`src/rtl/fir_stream_engine_if.sv`:
```
// Sample-memory bus between the FIR engine (master) and the dual-port sample memory (slave).
// Read data is expected one cycle after mem_rd_en.
interface fir_stream_engine_if #(
  parameter int ADDR_W = 10,
  parameter int DATA_W = 8
);
  logic              mem_rd_en;
  logic [ADDR_W-1:0] mem_rd_addr;
  logic [DATA_W-1:0] mem_rd_data;
  logic              mem_wr_en;
  logic [ADDR_W-1:0] mem_wr_addr;
  logic [DATA_W-1:0] mem_wr_data;

  modport master (
    output mem_rd_en, mem_rd_addr, mem_wr_en, mem_wr_addr, mem_wr_data,
    input  mem_rd_data
  );

  modport slave (
    input  mem_rd_en, mem_rd_addr, mem_wr_en, mem_wr_addr, mem_wr_data,
    output mem_rd_data
  );
endinterface

```
`src/rtl/fir_stream_engine.sv`:
```
// Pipelined block FIR: streams samples from memory, filters with loadable taps, writes results back.
// Optional macro FIR_SAT_EN: clamp results to the DATA_W range instead of wrapping.
module fir_stream_engine #(
  parameter int DATA_W = 8,
  parameter int COEF_W = 8,
  parameter int TAPS   = 8,
  parameter int ADDR_W = 10,
  parameter int SHIFT  = 6
) (
  input  logic                    clk,
  input  logic                    rst,
  input  logic                    start,
  input  logic [ADDR_W-1:0]       input_addr,
  input  logic [ADDR_W-1:0]       output_addr,
  input  logic [ADDR_W-1:0]       sample_count,
  input  logic                    coef_we,
  input  logic [$clog2(TAPS)-1:0] coef_idx,
  input  logic [COEF_W-1:0]       coef_data,
  fir_stream_engine_if.master     mem,
  output logic                    busy,
  output logic                    done,
  output logic [31:0]             cycle_count,
  output logic [2:0]              state
);
  localparam int IDX_W  = $clog2(TAPS);
  localparam int PROD_W = DATA_W + COEF_W;
  localparam int ACC_W  = PROD_W + IDX_W;
  localparam logic [IDX_W:0] TAPS_L = (IDX_W + 1)'(TAPS);

  typedef enum logic [2:0] {IDLE = 3'd0, RUN = 3'd1, FLUSH = 3'd2, DONE = 3'd3} state_e;

  state_e                     state_q, state_d;
  logic [ADDR_W-1:0]          rd_addr_q, rd_addr_d, wr_addr_q, wr_addr_d;
  logic [ADDR_W-1:0]          count_q, count_d, cnt_q, cnt_d;
  logic [31:0]                cycles_q, cycles_d;
  logic                       v1_q, v2_q, v3_q;
  logic                       accept;
  logic signed [DATA_W-1:0]   x_q [TAPS];
  logic signed [DATA_W-1:0]   x_d [TAPS];
  logic signed [COEF_W-1:0]   c_q [TAPS];
  logic signed [COEF_W-1:0]   c_d [TAPS];
  logic signed [PROD_W-1:0]   p_q [TAPS];
  logic signed [PROD_W-1:0]   p_d [TAPS];
  logic signed [ACC_W-1:0]    acc, shifted;
  logic [DATA_W-1:0]          result;

  always_comb begin
    // NOTE: every signal gets its default before any branch, so no path can infer a latch.
    state_d   = state_q;
    rd_addr_d = rd_addr_q;
    wr_addr_d = wr_addr_q;
    count_d   = count_q;
    cnt_d     = cnt_q;
    cycles_d  = cycles_q;
    accept    = 1'b0;
    unique case (state_q)
      IDLE: if (start) begin
        cycles_d = '0;
        if (sample_count != '0) begin
          accept    = 1'b1;
          rd_addr_d = input_addr;
          wr_addr_d = output_addr;
          count_d   = sample_count;
          cnt_d     = '0;
          state_d   = RUN;
        end else begin
          state_d = DONE;
        end
      end
      RUN: begin
        cycles_d  = cycles_q + 32'd1;
        rd_addr_d = rd_addr_q + ADDR_W'(1);
        if (cnt_q == count_q - ADDR_W'(1)) begin
          cnt_d   = '0;
          state_d = FLUSH;
        end else begin
          cnt_d = cnt_q + ADDR_W'(1);
        end
      end
      FLUSH: begin
        cycles_d = cycles_q + 32'd1;
        // The pipeline is three stages deep; the last write lands in the third flush cycle.
        if (cnt_q == ADDR_W'(2)) state_d = DONE;
        else                     cnt_d   = cnt_q + ADDR_W'(1);
      end
      DONE:    state_d = IDLE;
      default: state_d = IDLE;
    endcase
    if (v3_q) wr_addr_d = wr_addr_q + ADDR_W'(1);
  end

  // Delay line restarts from zero history on every accepted run.
  always_comb begin
    x_d = x_q;
    if (accept) begin
      for (int k = 0; k < TAPS; k++) x_d[k] = '0;
    end else if (v1_q) begin
      x_d[0] = $signed(mem.mem_rd_data);
      for (int k = 1; k < TAPS; k++) x_d[k] = x_q[k-1];
    end
  end

  always_comb begin
    c_d = c_q;
    if (state_q == IDLE && coef_we && {1'b0, coef_idx} < TAPS_L) c_d[coef_idx] = coef_data;
  end

  always_comb begin
    for (int k = 0; k < TAPS; k++)
      p_d[k] = $signed(PROD_W'(c_q[k])) * $signed(PROD_W'(x_q[k]));
  end

  always_comb begin
    acc = '0;
    for (int k = 0; k < TAPS; k++) acc = acc + $signed(ACC_W'(p_q[k]));
  end

  assign shifted = acc >>> SHIFT;

`ifdef FIR_SAT_EN
  logic fits;
  assign fits   = (&shifted[ACC_W-1:DATA_W-1]) | ~(|shifted[ACC_W-1:DATA_W-1]);
  assign result = fits ? shifted[DATA_W-1:0]
                : (shifted[ACC_W-1] ? {1'b1, {(DATA_W-1){1'b0}}} : {1'b0, {(DATA_W-1){1'b1}}});
`else
  logic unused_hi;
  assign result    = shifted[DATA_W-1:0];
  assign unused_hi = ^shifted[ACC_W-1:DATA_W];
`endif

  always_ff @(posedge clk or posedge rst) begin
    if (rst) begin
      state_q   <= IDLE;
      rd_addr_q <= '0;
      wr_addr_q <= '0;
      count_q   <= '0;
      cnt_q     <= '0;
      cycles_q  <= '0;
      v1_q      <= 1'b0;
      v2_q      <= 1'b0;
      v3_q      <= 1'b0;
      // NOTE: arrays are reset too; a run after reset must see zero taps and zero history.
      for (int k = 0; k < TAPS; k++) begin
        x_q[k] <= '0;
        c_q[k] <= '0;
        p_q[k] <= '0;
      end
    end else begin
      // NOTE: non-blocking so every flop samples the pre-edge value of its neighbours.
      state_q   <= state_d;
      rd_addr_q <= rd_addr_d;
      wr_addr_q <= wr_addr_d;
      count_q   <= count_d;
      cnt_q     <= cnt_d;
      cycles_q  <= cycles_d;
      v1_q      <= (state_q == RUN);
      v2_q      <= v1_q;
      v3_q      <= v2_q;
      x_q       <= x_d;
      c_q       <= c_d;
      p_q       <= p_d;
    end
  end

  assign busy            = (state_q == RUN) || (state_q == FLUSH);
  assign done            = (state_q == DONE);
  assign cycle_count     = cycles_q;
  assign state           = state_q;
  assign mem.mem_rd_en   = (state_q == RUN);
  assign mem.mem_rd_addr = rd_addr_q;
  assign mem.mem_wr_en   = v3_q;
  assign mem.mem_wr_addr = wr_addr_q;
  assign mem.mem_wr_data = result;
endmodule

```
`src/flat_wrapper.sv`:
```
// flat-port wrapper written by rule: the top's interface ports become plain ports
module fir_stream_engine_flat 
#(
  parameter int DATA_W = 8,
  parameter int COEF_W = 8,
  parameter int TAPS   = 8,
  parameter int ADDR_W = 10,
  parameter int SHIFT  = 6
)
  (clk, rst, start, input_addr, output_addr, sample_count, coef_we, coef_idx, coef_data, busy, done, cycle_count, state, mem_mem_rd_en, mem_mem_rd_addr, mem_mem_wr_en, mem_mem_wr_addr, mem_mem_wr_data, mem_mem_rd_data);
  fir_stream_engine_if #(.ADDR_W(ADDR_W), .DATA_W(DATA_W)) mem_i ();
  input  logic clk;
  input  logic rst;
  input  logic start;
  input  logic [ADDR_W-1:0] input_addr;
  input  logic [ADDR_W-1:0] output_addr;
  input  logic [ADDR_W-1:0] sample_count;
  input  logic coef_we;
  input  logic [$clog2(TAPS)-1:0] coef_idx;
  input  logic [COEF_W-1:0] coef_data;
  output logic busy;
  output logic done;
  output logic [31:0] cycle_count;
  output logic [2:0] state;
  output wire logic [$bits(mem_i.mem_rd_en)-1:0] mem_mem_rd_en;
  output wire logic [$bits(mem_i.mem_rd_addr)-1:0] mem_mem_rd_addr;
  output wire logic [$bits(mem_i.mem_wr_en)-1:0] mem_mem_wr_en;
  output wire logic [$bits(mem_i.mem_wr_addr)-1:0] mem_mem_wr_addr;
  output wire logic [$bits(mem_i.mem_wr_data)-1:0] mem_mem_wr_data;
  input wire logic [$bits(mem_i.mem_rd_data)-1:0] mem_mem_rd_data;
  assign mem_mem_rd_en = mem_i.mem_rd_en;
  assign mem_mem_rd_addr = mem_i.mem_rd_addr;
  assign mem_mem_wr_en = mem_i.mem_wr_en;
  assign mem_mem_wr_addr = mem_i.mem_wr_addr;
  assign mem_mem_wr_data = mem_i.mem_wr_data;
  assign mem_i.mem_rd_data = mem_mem_rd_data;
  fir_stream_engine #(.DATA_W(DATA_W), .COEF_W(COEF_W), .TAPS(TAPS), .ADDR_W(ADDR_W), .SHIFT(SHIFT)) u_core (.clk(clk), .rst(rst), .start(start), .input_addr(input_addr), .output_addr(output_addr), .sample_count(sample_count), .coef_we(coef_we), .coef_idx(coef_idx), .coef_data(coef_data), .mem(mem_i), .busy(busy), .done(done), .cycle_count(cycle_count), .state(state));
endmodule
```
`config.mk`:
```
export PLATFORM = sky130hd
export DESIGN_NAME = fir_stream_engine_flat
export DESIGN_NICKNAME = d
export VERILOG_FILES = /design/src/rtl/fir_stream_engine_if.sv /design/src/rtl/fir_stream_engine.sv /design/src/flat_wrapper.sv
export SDC_FILE = /design/constraint.sdc
export NUM_CORES = 2
export LEC_CHECK = 0
export BUFFER_PORTS_ARGS = -buffer_cell sky130_fd_sc_hd__buf_2
export CORE_UTILIZATION = 60
export DETAILED_ROUTE_END_ITERATION = 8
export HOLD_SLACK_MARGIN = 0.1
export PLACE_DENSITY = 0.75
export REMOVE_ABC_BUFFERS = 1
export SKIP_CTS_REPAIR_TIMING = 1
export SYNTH_ARGS = -nofsm -noshare
export SYNTH_HDL_FRONTEND = slang
export SYNTH_SLANG_ARGS = --single-unit
```
`constraint.sdc`:
```
create_clock -name clk -period 10.9 [get_ports clk]
set_clock_uncertainty 0.05 [all_clocks]
set_input_delay 1.09 -clock clk [delete_from_list [all_inputs] [get_ports clk]]
set_output_delay 1.09 -clock clk [all_outputs]
set_load 0.1 [all_outputs]
```
# After elaboration in Yosys (flattened, before gate mapping)

Cells that the tools add are included.

Bitwise gates (word level): 1
Order comparisons: 2
Reductions and logical operators: 19
$mul: 8
Add/sub/neg operators: 12
Equality and inequality tests: 10
Multiplexer cells: 27

Operators by type and width:

| operator                                                  | count |
|---|---|
| two-way mux 64 bit                                        | 2 |
| multiplier 8 x 8 -> 14 bit                                | 8 |
| two-way mux 10 bit                                        | 10 |
| adder 14 bit                                              | 7 |
| bitwise mux 64 bit                                        | 1 |
| case mux 32 bit (2 select lines)                          | 1 |
| adder 32 x 1 -> 32 bit (second input constant)            | 1 |
| two-way mux 32 bit                                        | 1 |
| adder 10 x 1 -> 10 bit (second input constant)            | 3 |
| case mux 10 bit (3 select lines)                          | 1 |
| demux 8 bit (select 3 bit)                                | 1 |
| case mux 10 bit (2 select lines)                          | 1 |
| AND reduction 3 bit                                       | 4 |
| nonzero test 2 bit                                        | 6 |
| == test 10 bit                                            | 1 |
| == test 10 x 2 -> 1 bit (second input constant)           | 1 |
| nonzero test 10 bit                                       | 1 |
| subtractor 10 x 1 -> 10 bit (second input constant)       | 1 |
| two-way mux 3 bit                                         | 3 |
| case mux 3 bit (3 select lines)                           | 1 |
| two-way mux 8 bit                                         | 1 |
| == test 3 x 2 -> 1 bit (second input constant)            | 2 |
| inequality test 2 x 1 -> 1 bit (second input constant)    | 3 |
| greater-or-equal comparator 4 bit (second input constant) | 1 |
| 13 further kinds                                          | 17 |

Bits in registers: 318
Word-level logic and storage cells: 112
Bits of input ports: 53
Output and inout bits: 67

# Longest topological paths before layout

Depth in word-level cells: 7
Gate-level depth with buffers: 18
Mapped depth without buffers: 17

# Worst setup path after synthesis

OpenSTA, ideal clock, no wires.

Path type: register -> output
Start: register u_core.p_q[51] in the netlist's numbering
End: output port mem_mem_wr_data[7]
Buffers on the path: 0
Data required time: 9.760 ns
Cell stages (with the launch flop): 16
Setup slack: 4.083 ns
Arrival time: 5.677 ns
Cells stage by stage: dfrtp_1 inv_1 fa_1 inv_1 fa_1 fa_1 inv_1 fa_1 inv_1 ha_1 and4b_1 a221oi_1 o21ai_0 o41ai_1 o21ai_0 xnor2_1

Longest elaborated chain between the ends: 4

RTL lines:

| item                       | line                     | source |
|---|---|---|
| start, declared            | fir_stream_engine.sv:42  | `logic signed [PROD_W-1:0] p_q [TAPS];` |
| start signal, assigned     | fir_stream_engine.sv:161 | `p_q <= p_d;` |
| adder 14 bit (4 in series) | fir_stream_engine.sv:115 | `for (int k = 0; k < TAPS; k++) acc = acc + $signed(ACC_W'(p_q[k]));` |
| end, declared              | flat_wrapper.sv:29       | `output wire logic [$bits(mem_i.mem_wr_data)-1:0] mem_mem_wr_data;` |

Every way passes these cells.

# Worst setup path after layout

Start: register u_core.p_q[51] in the netlist's numbering
End: output port mem_mem_wr_data[6]

Same word-level chain as after synthesis.

==> flow_summary.toml <==
[clock_tree]
clock_latency_ps = 560
cts_root_buf = "clkbuf_16"
cts_tree = "done"
clock_sinks = 317
clock_path_buffers = 3
clkTransAtPathRegs_ps = 60
numCtsBuffers = 39
htreeDepth = 2

[yosys]
synth.area.top_cells = "fa_1 (29%), dfrtp_1 (25%), ha_1 (9.1%), inv_1 (7.8%), and2_1 (6.3%)"
synthArstFlopShare_pct = 100
synth_cells = 3136
synth.distinct_cells = 55
synth_most_common_cell = "inv_1"
synth-edff-count = 0
synth_top_area_share_pct = 28.9
synth_flop_cell = "dfrtp_1"
synth_largest_area_cell = "fa_1"
yosys_warnings = 0
syn_area_per_cell_sq_um = 10.1
yosys-top-cells-count = "inv_1 (660), fa_1 (457), and2_1 (321)"
synth_area_sq_um = 31700
seq_area_frac_synth_pct = 25.0
ys_ff_latch = 317

[placement]
dp_slack_ps = 4670
dp_hpwl_um = 55500
gp_congestion = 0.902
port_buffers = 118

[global_routing]
grt_max_degree = 144
gr-total-overflow = 0
grt_pass1_wl_um = 120000
grt_pass1_vias = 23155
grt.total_usage_pct = 28.5
antenna_found_initial = 6

[floorplan]
row_count = 83
core-area_sq_um = 51700
dieWidth_um = 232
pin_count = 120
die-area_sq_um = 53700
die_y_um = 232
initial_core_util_pct = 61.3

[timing]
setup_viol = 0
slew_headroom_pct = 35.7
fin_crit_ps = 6810
fin_ws_ps = 4090
finalSetupTns_ps = 0
rsz0062_at_grt = "false"
fin_crit_sh_pct = 62.5
hold_viol = 0
fmax_mhz = 147
worst_pin_slew_ps = 961
drv_slew = 0

[worst_setup_path]
crit_slowest_cell = "o41ai_1"
crit_top_cell = "inv_1"
arrival_ps = 5670
end_kind = "output port"
cp_cell_sequence = "inv_1 -> fa_1 -> inv_1 -> fa_1 -> fa_1 -> inv_1 -> fa_1 -> inv_1 -> ha_1 -> and4b_1 -> a221oi_1 -> o21ai_0 -> o41ai_1 -> inv_1 -> a21oi_1 -> xnor2_1 -> buf_2"
cp_num_buf_inv = 6
worstSetupPathType = "register to output port"
critPathMaxStageDelay_ps = 550
crit_required_ps = 9760
crit_family = "adder cells"
startpoint_type = "register"
worstPathMaxFanout = 4

[route]
drt-vias-per-instance = 5.39
drt_iter0_markers = 1214
drcViolationCount = 0
detail-route-antenna-nets = 0
vias = 21226
dr.pass1.iters = 6
routed_wl_um = 71300
wire_per_inst_um = 18.1

[finish]
drive_gt1_share_pct = 8.24
areaGrowthSynthToFinish_pct = 8.24
nets = 3968
fin_util_pct = 66.3

[status]
outcome = "complete, no violations"

[worst_hold_path]
hold_class = "register to register"

[run]
maxCapViolations = 0
state kept, by name, summed over array words and instances (netlist names):
| register | flops |
|---|---|
| u_core.state | 2 |
| u_core.x_q | 64 |
| u_core.p_q | 112 |
| u_core.v1_q | 1 |
| u_core.count_q | 10 |
| u_core.c_q | 64 |
| u_core.mem.mem_wr_en | 1 |
| u_core.cnt_q | 10 |
| u_core.mem.mem_rd_addr | 10 |
| u_core.mem.mem_wr_addr | 10 |
| u_core.cycle_count | 32 |
| u_core.v2_q | 1 |
cells by family after synthesis:
kind of cell / share of synthesized area, %
flip-flops: 25.0
multiplexers: 4.81
XOR/XNOR: 5.36
adder cells (fa/ha/maj): 38.0
AO/OA/AOI/OAI: 3.70
other: 0.0118
buffers and inverters: 8.71
AND/OR/NAND/NOR: 14.4
worst reg2reg max path: stages, from the launching register on:
cell	delay, ps
dfrtp_1	510
and2_1	250
fa_1	540
inv_1	60
fa_1	530
inv_1	60
fa_1	520
inv_1	60
fa_1	540
inv_1	50
ha_1	330
nor2b_1	150
o21a_1	200
o41ai_1	430
o21ai_0	200
xnor2_1	330
worst paths after layout:
path	from	to	slack [ps]	cells past startpoint
min in group asynchronous	rst	u_core.mem.mem_wr_addr[6]	610	2
worst min register to register	u_core.v2_q	u_core.mem.mem_wr_en	290	0
worst max register to register	u_core.x_q[2]	u_core.p_q[13]	5960	15
worst max-delay path	u_core.p_q[51]	mem_mem_wr_data[6]	4090	17
worst min-delay path	u_core.v2_q	u_core.mem.mem_wr_en	290	0
max in group asynchronous	rst	u_core.x_q[61]	8680	3
cell usage in the layout, fill, tap and decap left out, drive strengths merged, types with 3 or more instances in the layout:
cell type	n
a211oi	3
a21o	22
a21oi	66
a31oi	6
and2	321
and3	18
and4	3
buf	124
bufinv	6
clkbuf	53
clkinv	5
dfrtp	317
fa	457
ha	231
inv	662
mux2	72
mux2i	71
nand2	194
nand2b	38
nand3	43
nand4	10
nor2	148
nor2b	50
nor3	19
nor3b	3
nor4	5
o21a	10
o21ai	51
o21bai	3
o221a	3
o22ai	6
o41ai	7
or3	6
xnor2	137
xor2	57
routing by layer:
layer	track usage, %	share of wire [%]	up-vias
met4	10.1	3.2	2
met5	0	0.018	-
li1	-	-	9713
met2	48.0	50	482
met3	4.63	5.2	124
met1	37.3	42	10905
through the flow:
step                hold WS [ps]  cell area (sq um)  cells
finish                       295              34300   3936
global route                 302              34300   3935
CTS                          298              34300   3934
detailed placement           286              32900   3866
global placement             284              32900   3866
floorplan                    281              31400   3062
layout make-up:
| cell class | count | area [sq um] |
|---|---|---|
| Fill cell | 4036 | 17400 |
| Tap cell | 680 | 851 |
| Timing Repair Buffer | 124 | 648 |
| Clock buffer | 53 | 1130 |
| Clock inverter | 15 | 241 |
| Inverter | 660 | 2480 |
| Antenna cell | 2 | 5.00 |
| Multi-Input combinational cell | 2085 | 21000 |
| Sequential cell | 317 | 7940 |
Power is left out: the tool's default activity adds up to more than one toggle a clock period on the data nets, which glitch-free logic cannot reach.
